<file path="src/rtl/ad9122_spi_pkg.sv">
// Shared types and constants for the AD9122 SPI transaction engine.
// Optional feature macro: AD9122_SPI_4WIRE_EN (see ad9122_spi_master).
package ad9122_spi_pkg;

    // One-hot transaction states
    typedef enum logic [4:0] {
        ST_IDLE  = 5'b00001,
        ST_SETUP = 5'b00010,
        ST_SHIFT = 5'b00100,
        ST_HOLD  = 5'b01000,
        ST_GAP   = 5'b10000
    } state_t;

    localparam int FRAME_BITS = 16;
    localparam int RW_BIT     = 7;
    localparam int DATA_BITS  = 8;

    // Assemble the on-wire frame: R/W flag, 7-bit address, data byte
    function automatic logic [FRAME_BITS-1:0] build_frame(
        input logic                 rd,
        input logic [RW_BIT-1:0]    addr,
        input logic [DATA_BITS-1:0] data
    );
        return {rd, addr, data};
    endfunction

endpackage

</file>
<file path="src/rtl/ad9122_spi_sclk_gen.sv">
// SCLK generator: CLK_DIV clk cycles low then CLK_DIV clk cycles high per bit.
// rise_stb/fall_stb are high in the clk cycle whose closing edge moves SCLK.
module ad9122_spi_sclk_gen #(
    parameter int CLK_DIV = 4
) (
    input  logic clk,
    input  logic rstn,
    input  logic en,
    output logic sclk,
    output logic rise_stb,
    output logic fall_stb
);
    localparam int PH_W = $clog2(2 * CLK_DIV);
    localparam logic [PH_W-1:0] PH_RISE = PH_W'(CLK_DIV - 1);
    localparam logic [PH_W-1:0] PH_LAST = PH_W'(2 * CLK_DIV - 1);

    logic [PH_W-1:0] phase_q, phase_d;
    logic            sclk_q, sclk_d;

    // Phase counting and SCLK edge decisions; counter parks at zero when disabled
    always_comb begin
        rise_stb = en && (phase_q == PH_RISE);
        fall_stb = en && (phase_q == PH_LAST);
        phase_d  = phase_q;
        sclk_d   = sclk_q;
        if (!en || fall_stb) begin
            phase_d = '0;
        end else begin
            phase_d = phase_q + 1'b1;
        end
        if (rise_stb) begin
            sclk_d = 1'b1;
        end else if (fall_stb || !en) begin
            sclk_d = 1'b0;
        end
    end

    // Phase and SCLK registers
    always_ff @(posedge clk) begin
        if (!rstn) begin
            phase_q <= '0;
            sclk_q  <= 1'b0;
        end else begin
            phase_q <= phase_d;
            sclk_q  <= sclk_d;
        end
    end

    assign sclk = sclk_q;

endmodule

</file>
<file path="src/rtl/ad9122_spi_master.sv">
// AD9122 3-wire SPI master: one 16-bit register access per request.
// Define AD9122_SPI_4WIRE_EN to read from the separate SDO pin and keep SDIO
// driven for the whole frame.
module ad9122_spi_master
    import ad9122_spi_pkg::*;
#(
    parameter int CLK_DIV   = 4,
    parameter int CSN_SETUP = 2,
    parameter int CSN_HOLD  = 2,
    parameter int CSN_IDLE  = 4
) (
    input  logic       clk,
    input  logic       rstn,
    input  logic       write_req,
    input  logic       read_req,
    input  logic [7:0] ad_rw_addr,
    input  logic [7:0] w_ad_data,
    output logic       r_w_end,
    output logic [7:0] r_ad_data,
    output logic       busy,
    output logic       spi_csn,
    output logic       spi_sclk,
    output logic       spi_sdio_o,
    output logic       spi_sdio_oe,
    input  logic       spi_sdio_i,
    input  logic       spi_sdo_i
);
    localparam int CNT_MAX = (CSN_SETUP > CSN_HOLD)
                           ? ((CSN_SETUP > CSN_IDLE) ? CSN_SETUP : CSN_IDLE)
                           : ((CSN_HOLD > CSN_IDLE) ? CSN_HOLD : CSN_IDLE);
    localparam int CNT_W = $clog2(CNT_MAX + 1);

    state_t                 state_q, state_d;
    logic [CNT_W-1:0]       cnt_q, cnt_d;
    logic [3:0]             bit_q, bit_d;
    logic [FRAME_BITS-1:0]  sh_q, sh_d;
    logic                   rw_q, rw_d;
    logic                   csn_q, csn_d;
    logic                   oe_q, oe_d;
    logic [DATA_BITS-1:0]   rdata_q, rdata_d;
    logic [DATA_BITS-1:0]   rd_sh_q, rd_sh_d;
    logic                   sdi;
    logic                   oe_drop;
    logic                   rise_stb, fall_stb;
    logic [1:0]             unused_in;

`ifdef AD9122_SPI_4WIRE_EN
    assign sdi       = spi_sdo_i;
    assign oe_drop   = 1'b0;
    assign unused_in = {spi_sdio_i, ad_rw_addr[RW_BIT]};
`else
    assign sdi       = spi_sdio_i;
    assign oe_drop   = 1'b1;
    assign unused_in = {spi_sdo_i, ad_rw_addr[RW_BIT]};
`endif

    ad9122_spi_sclk_gen #(.CLK_DIV(CLK_DIV)) u_sclk_gen (
        .clk      (clk),
        .rstn     (rstn),
        .en       (state_q == ST_SHIFT),
        .sclk     (spi_sclk),
        .rise_stb (rise_stb),
        .fall_stb (fall_stb)
    );

    // Frame sequencing: next state, pin controls, shift and capture registers
    always_comb begin
        state_d = state_q;
        cnt_d   = cnt_q;
        bit_d   = bit_q;
        sh_d    = sh_q;
        rw_d    = rw_q;
        csn_d   = csn_q;
        oe_d    = oe_q;
        rdata_d = rdata_q;
        rd_sh_d = rd_sh_q;
        unique case (state_q)
            ST_IDLE: begin
                // A simultaneous read request loses to the write
                if (write_req || read_req) begin
                    rw_d    = !write_req;
                    sh_d    = build_frame(!write_req, ad_rw_addr[RW_BIT-1:0], w_ad_data);
                    bit_d   = 4'd15;
                    cnt_d   = CNT_W'(CSN_SETUP - 1);
                    csn_d   = 1'b0;
                    oe_d    = 1'b1;
                    state_d = ST_SETUP;
                end
            end
            ST_SETUP: begin
                if (cnt_q == '0) begin
                    state_d = ST_SHIFT;
                end else begin
                    cnt_d = cnt_q - 1'b1;
                end
            end
            ST_SHIFT: begin
                if (rise_stb && rw_q && (bit_q <= 4'd7)) begin
                    rd_sh_d = {rd_sh_q[DATA_BITS-2:0], sdi};
                end
                if (fall_stb) begin
                    if (bit_q == 4'd0) begin
                        cnt_d   = CNT_W'(CSN_HOLD - 1);
                        state_d = ST_HOLD;
                    end else begin
                        bit_d = bit_q - 1'b1;
                        sh_d  = {sh_q[FRAME_BITS-2:0], 1'b0};
                        // Turn the bus around before the DAC drives the first data bit
                        if (oe_drop && rw_q && (bit_q == 4'd8)) begin
                            oe_d = 1'b0;
                        end
                    end
                end
            end
            ST_HOLD: begin
                if (cnt_q == '0) begin
                    csn_d   = 1'b1;
                    oe_d    = 1'b0;
                    if (rw_q) begin
                        rdata_d = rd_sh_q;
                    end
                    cnt_d   = CNT_W'(CSN_IDLE - 1);
                    state_d = ST_GAP;
                end else begin
                    cnt_d = cnt_q - 1'b1;
                end
            end
            ST_GAP: begin
                if (cnt_q == '0) begin
                    state_d = ST_IDLE;
                end else begin
                    cnt_d = cnt_q - 1'b1;
                end
            end
            default: begin
                csn_d   = 1'b1;
                oe_d    = 1'b0;
                state_d = ST_IDLE;
            end
        endcase
    end

    // Control registers; reset aborts any frame in flight
    always_ff @(posedge clk) begin
        if (!rstn) begin
            state_q <= ST_IDLE;
            cnt_q   <= '0;
            bit_q   <= '0;
            sh_q    <= '0;
            rw_q    <= 1'b0;
            csn_q   <= 1'b1;
            oe_q    <= 1'b0;
            rdata_q <= '0;
        end else begin
            state_q <= state_d;
            cnt_q   <= cnt_d;
            bit_q   <= bit_d;
            sh_q    <= sh_d;
            rw_q    <= rw_d;
            csn_q   <= csn_d;
            oe_q    <= oe_d;
            rdata_q <= rdata_d;
        end
    end

    // Read-data assembly register; only published through rdata_q
    always_ff @(posedge clk) begin
        rd_sh_q <= rd_sh_d;
    end

    assign r_w_end     = (state_q == ST_GAP) && (cnt_q == '0);
    assign busy        = (state_q != ST_IDLE);
    assign spi_csn     = csn_q;
    assign spi_sdio_o  = sh_q[FRAME_BITS-1];
    assign spi_sdio_oe = oe_q;
    assign r_ad_data   = rdata_q;

endmodule

</file>
<file path="config.mk">
export PLATFORM = sky130hd
export DESIGN_NAME = ad9122_spi_master
export DESIGN_NICKNAME = d
export VERILOG_FILES = /design/src/rtl/ad9122_spi_pkg.sv /design/src/rtl/ad9122_spi_sclk_gen.sv /design/src/rtl/ad9122_spi_master.sv
export SDC_FILE = /design/constraint.sdc
export NUM_CORES = 1
export LEC_CHECK = 0
export BUFFER_PORTS_ARGS = -buffer_cell sky130_fd_sc_hd__buf_2
export CORE_UTILIZATION = 53
export CTS_BUF_LIST = sky130_fd_sc_hd__clkbuf_2 sky130_fd_sc_hd__clkbuf_4 sky130_fd_sc_hd__clkbuf_8
export DETAILED_ROUTE_END_ITERATION = 8
export PLACE_DENSITY = 0.78
export SLEW_MARGIN = 0
export SYNTH_ARGS = -nofsm -noshare
export SYNTH_HDL_FRONTEND = slang
export SYNTH_HIERARCHICAL = 1
export SYNTH_SLANG_ARGS = --single-unit
</file>
<file path="constraint.sdc">
create_clock -name clk -period 2.43 [get_ports clk]
set_clock_uncertainty 0.2 [all_clocks]
set_input_delay 0.6075 -clock clk [delete_from_list [all_inputs] [get_ports clk]]
set_output_delay 0.6075 -clock clk [all_outputs]
set_load 0.03 [all_outputs]
</file>
==> results of run 1 <==
[what timing repair did]
| action | in CTS | in global routing |
|---|---|---|
| gates cloned | 0 | 0 |
| pin swaps | 0 | 0 |
| hold buffers | 0 | 0 |
| resized for setup | 1 | 4 |
| setup endpoints to repair | 1 | 3 |
| endpoints found under the hold margin | 0 | 0 |
[worst max-delay path by stage]
stage                          end  depth (start not counted)       start
after global routing          busy                          4  state_q[4]
after detailed placement  cnt_q[2]                          8  state_q[4]
after floorplan           cnt_q[2]                         10  state_q[0]
after CTS                     busy                          4  state_q[4]
final                         busy                          4  state_q[4]
after global placement    cnt_q[2]                          8  state_q[4]
[power breakdown]
group / total [W] / internal [W] / switching (W)
clock network: 0.000482 / 0.000202 / 0.000280
registers: 0.00103 / 0.000961 / 0.0000667
logic: 0.000625 / 0.000264 / 0.000361
total: 0.00213 / 0.00143 / 0.000708
[layer usage]
layer	GRT usage, %	vias up	part of all wire (%)
li1	-	990	-
met1	26.26	883	47
met2	34.62	37	49
met3	5.378	6	3.8
met4	6.000	0	0.87
met5	0	-	0
[per-stage QoR]
step | setup slack [ps] | instance area, um^2 | std cells | util [%] | power, W
final | 86.04 | 2785 | 349 | 63.53 | 0.002134
after CTS | 9.194 | 2770 | 349 | 63.18 | 0.002128
after floorplan | 48.32 | 2442 | 261 | - | 0.001508
after detailed placement | 188.2 | 2681 | 341 | 61.16 | 0.001649
after global placement | 234.3 | 2681 | 341 | 61.16 | 0.001629
after global routing | 14.02 | 2785 | 349 | 63.53 | 0.002268
[layout make-up]
class	count	area [um^2]	share of cell area, %
clock buffers	5	68.82	2.471
repair buffers	45	267.8	9.614
flip-flops and latches	51	1102	39.58
well taps	52	65.06	2.336
clock inverters	3	17.52	0.6289
inverters	11	41.29	1.482
multi-input cells	182	1222	43.89
[synth_stat cells, drive strengths merged, types with 2 or more instances]
master | count | area share [%]
and2 | 3 | 0.93
o31ai | 2 | 0.62
edfxtp | 8 | 9.9
dfxtp | 43 | 35
nand2b | 4 | 1.3
a211oi | 2 | 0.82
nand3 | 6 | 1.2
mux2i | 11 | 4.5
nor2 | 32 | 5.0
a2111oi | 2 | 0.98
ha | 7 | 3.6
xor2 | 2 | 0.72
and4b | 4 | 1.6
nor3 | 8 | 2.1
o211ai | 2 | 0.62
inv | 11 | 1.7
nor2b | 3 | 0.77
nor3b | 3 | 1.1
nand3b | 3 | 0.92
o21ai | 5 | 1.0
xnor2 | 2 | 0.72
a21oi | 11 | 2.4
a311oi | 16 | 5.8
nand2 | 39 | 6.1
clkbuf | 4 | 0.62
buf | 13 | 3.2
[worst max-delay path: cells and delay by family, from the launching register on]
kind / cells / cell delay (ps)
flops: 1 / 330
buf+inv: 2 / 250
simple gates: 2 / 660
[state kept, by name (all words and copies together), names as in the netlist]
register,count
sh_q,16
cnt_q,3
u_sclk_gen/sclk,1
u_sclk_gen/phase_q,3
rw_q,1
spi_csn,1
r_ad_data,8
rd_sh_q,8
bit_q,4
state_q,5
spi_sdio_oe,1
[cell families after synthesis]
group	after synthesis
simple gates	112
flops	51
compound gates	48
buf+inv	28
mux	11
fa+ha+maj	7
xor+xnor	4
==> flow_summary.json, run 1 <==
{
  "worst_pin_slew_ps": 552.6,
  "clk_pin_slew_ps": 90,
  "cpPeakStageDelay_ps": 360,
  "avgRoutedWirePerCell_um": 13.78,
  "cts_tree": "yes",
  "clkLatencyLatePin_ps": 300,
  "hold_end": "u_sclk_gen/phase_q[0]",
  "avgSynthCellArea_um2": 9.329,
  "setup_viol": 0,
  "numCtsBuffers": 5,
  "max_cap_viol_count": 0,
  "cp-end-kind": "output pin",
  "cts-root-buf": "clkbuf_8",
  "overflow": 0,
  "vias": 1916,
  "coreArea_um2": 4384,
  "holdWs_ps": 237.7,
  "synth_mux_area_share_pct": 4.522,
  "grt_antenna_before_repair": 0,
  "setup_tns_ps": 0,
  "fmax_mhz": 426.6,
  "grt_max_degree": 25,
  "slowest_stage": "and3_2",
  "hp-start": "u_sclk_gen/phase_q[0]",
  "synth_top_family_by_area": "simple AND/OR/NAND/NOR gates",
  "power.leakage_nw": 1.133,
  "drt_iter0_drc": 133,
  "fp.dieH_um": 69.78,
  "drt_pass1_iterations": 4,
  "outcome": "complete, no violations",
  "crit_arrival_ps": 1540,
  "rsz0062_at_grt": "no",
  "rows": 24,
  "layout_common_cells": "dfxtp_1 (42), nand2_1 (38), buf_2 (33)",
  "place.gp.congestion": 0.8724,
  "first_global_vias": 1786,
  "startpoint_type": "flip-flop",
  "r2r-start": "state_q[4]",
  "max_slew_margin_pct": 63.04,
  "dp_hpwl_um": 3352,
  "htreeDepth": 2,
  "port_buffers": 33,
  "drive_gt1_share_pct": 25.25,
  "hold_class": "reg2reg",
  "postCtsSetupBuffers": 0,
  "worst_ir_drop_vdd_mv": 0.4818,
  "grt_pass1_wl_um": 8114,
  "period_share_pct": 96.46,
  "final_antenna_net_count": 0,
  "ys_seq_area_share_pct": 45.22,
  "synth_compound_gate_area_share_pct": 16.03,
  "wl_um": 4809,
  "maxSlewViolCount": 0,
  "syn_inst": 261,
  "synth_fa_ha_area_share_pct": 3.597,
  "crit_chain": "nor2_1 > and3_2 > inv_1 > buf_2",
  "start_util_pct": 55.54,
  "final_common_cell": "dfxtp_1",
  "crit_fanout": 8,
  "viasPerCell": 5.490,
  "synthToLayoutAreaGrowth_pct": 14.39,
  "drc": 0,
  "postSynthNetCount": 290,
  "nFillCells": 394,
  "yosys.area_share.simple_pct": 23.64,
  "fin_nets": 325,
  "cts_sinks": 51,
  "min_period_ps": 2344,
  "grt_usage_pct": 20.69,
  "diodes": 0,
  "dieArea_um2": 4869,
  "die_w_um": 69.78,
  "synthFlopType": "dfxtp_1",
  "ios": 36,
  "r2r_cells": 8,
  "synth-xor-area-share_pct": 1.439,
  "min_path_cells": 1,
  "yosys_register_bits": 51,
  "p_per_area_nw_per_um2": 766.4,
  "hold_viol_final": 0,
  "clockBufferDepth": 2,
  "worstSetupPathType": "reg2out",
  "r2r_setup_slack_ps": 150,
  "timing.rr.end": "cnt_q[2]",
  "synth_warnings": 6,
  "required_ps": 1620,
  "synth_area_um2": 2435,
  "ys_types": 54,
  "synthArstFlopShare_pct": 0,
  "synth-edff-count": 8
}
Power figures use the tool's default switching activity.
==> run 2: changes to the inputs <==
Settings changed: CORE_UTILIZATION 53 to 50, GPL_TIMING_DRIVEN from default to 0, PLACE_DENSITY 0.78 to 0.74.
==> run 2 against run 1 <==
Against the previous run: design area up 2.5%; routed wire length up 5.0%; setup slack worse by 21 ps; largest cell class unchanged.
==> flow_summary.json, run 2 (synthesis gave the netlist of run 1 again) <==
{
  "outcome": "complete, no violations",
  "final_common_cell": "dfxtp_1",
  "final_area_um2": 2855,
  "min_period_ps": 2365,
  "setup_viol": 0,
  "clkLatencyLatePin_ps": 300,
  "clk_pin_slew_ps": 90,
  "layout_common_cells": "dfxtp_1 (42), buf_2 (40), nand2_1 (38)",
  "period_share_pct": 97.33,
  "numCtsBuffers": 5,
  "avgRoutedWirePerCell_um": 14.03,
  "p_total_w": 0.002283,
  "placed_cell_area_um2": 2675,
  "max_cap_viol_count": 0,
  "max_slew_margin_pct": 63.10,
  "post-route-util_pct": 60.85,
  "hold_class": "reg2reg",
  "grt_max_degree": 17,
  "cp-end-kind": "output pin",
  "fp.dieH_um": 71.79,
  "drc": 0,
  "grt_pass1_wl_um": 8445,
  "clockBufferDepth": 2,
  "wl_um": 5049,
  "startpoint_type": "flip-flop",
  "vias": 1999,
  "largest_reg_flops": 16,
  "grt_usage_pct": 21.15,
  "drive_gt1_share_pct": 26.80,
  "ios": 36,
  "maxSlewViolCount": 0,
  "hold_viol_final": 0,
  "top_register": "sh_q",
  "cts-root-buf": "clkbuf_8",
  "dp_hpwl_um": 3528,
  "worst_pin_slew_ps": 551.7,
  "crit_fanout": 8,
  "rows": 25,
  "htreeDepth": 2,
  "coreArea_um2": 4692,
  "required_ps": 1620,
  "drt_pass1_iterations": 4,
  "grt_antenna_before_repair": 0,
  "cts_tree": "yes",
  "synthToLayoutAreaGrowth_pct": 17.27,
  "fin_nets": 334,
  "overflow": 0,
  "first_global_vias": 1863,
  "place.gp.congestion": 0.8432,
  "drt_iter0_drc": 132,
  "cts_sinks": 51,
  "p_per_area_nw_per_um2": 799.4,
  "diodes": 0,
  "worstSetupPathType": "reg2out",
  "fmax_mhz": 422.8,
  "dieArea_um2": 5153,
  "port_buffers": 33,
  "r2r_setup_slack_ps": 130,
  "setup_tns_ps": 0,
  "power.leakage_nw": 1.165,
  "viasPerCell": 5.553,
  "worst_ir_drop_vdd_mv": 0.4273,
  "nFillCells": 407,
  "crit_arrival_ps": 1560,
  "die_w_um": 71.79,
  "holdWs_ps": 242.3,
  "start_util_pct": 51.89,
  "final_antenna_net_count": 0
}
run 2: cell count changes in the layout (fill, tap and decap cells not counted), moves of 2 or more:
cell / before / now
buf_2: 33 / 40
clkbuf_1: 0 / 4
inv_4: 0 / 2
buf_4: 11 / 9
nor2_1: 31 / 29
run 2: per-stage QoR:
stage | std cells | setup WS [ps]
4_1_cts | 359 | 10.71
5_1_grt | 360 | -0.3209
3_5_place_dp | 348 | -382.2
2_1_floorplan | 261 | 48.32
6_report | 360 | 64.82
3_3_place_gp | 348 | -376.0
run 2: area by class of cell:
class	count	area, um^2	share of cell area [%]
plain buffers	16	91.34	3.199
flip-flops and latches	51	1102	38.61
multi-input cells	182	1235	43.25
inverters	11	43.79	1.534
well taps	54	67.56	2.366
clock inverters	2	36.28	1.271
repair buffers	38	202.7	7.099
clock buffers	6	76.32	2.673
run 2: repair_timing:
item                                    CTS  global route
gates resized for setup                   7             3
pin swaps                                 1             2
setup buffers                             3             2
hold buffers                              0             0
cloned                                    0             0
endpoints found under the setup margin   33            18
run 2: routing by layer:
metal / track usage, % / routed length (um) / up-vias
met5: 0 / 0 / -
met3: 4.219 / 157 / 9
met4: 7.843 / 76 / 0
met1: 26.81 / 2384 / 938
li1: - / - / 1012
met2: 35.64 / 2431 / 40
run 2: critical path, stage by stage, from the launching register on:
cell and delay [ps]:
dfxtp_1 340, nor2_2 270, and3_1 200, buf_2 200, inv_1 70, buf_2 180
run 2: path summary, 6_finish.rpt:
| check | cells after the start | to | from |
|---|---|---|---|
| worst max register to register | 9 | cnt_q[2] | state_q[0] |
| worst min register to register | 1 | u_sclk_gen/phase_q[0] | u_sclk_gen/phase_q[0] |
| worst min-delay path | 1 | u_sclk_gen/phase_q[0] | u_sclk_gen/phase_q[0] |
| worst max-delay path | 5 | busy | state_q[4] |
run 2: report_power, final:
part / leakage [nW] / switching (W) / internal [W]
registers: 0.425 / 0.0000678 / 0.000961
clock network: 0.0591 / 0.000281 / 0.000320
logic: 0.681 / 0.000384 / 0.000270
total: 1.16 / 0.000732 / 0.00155
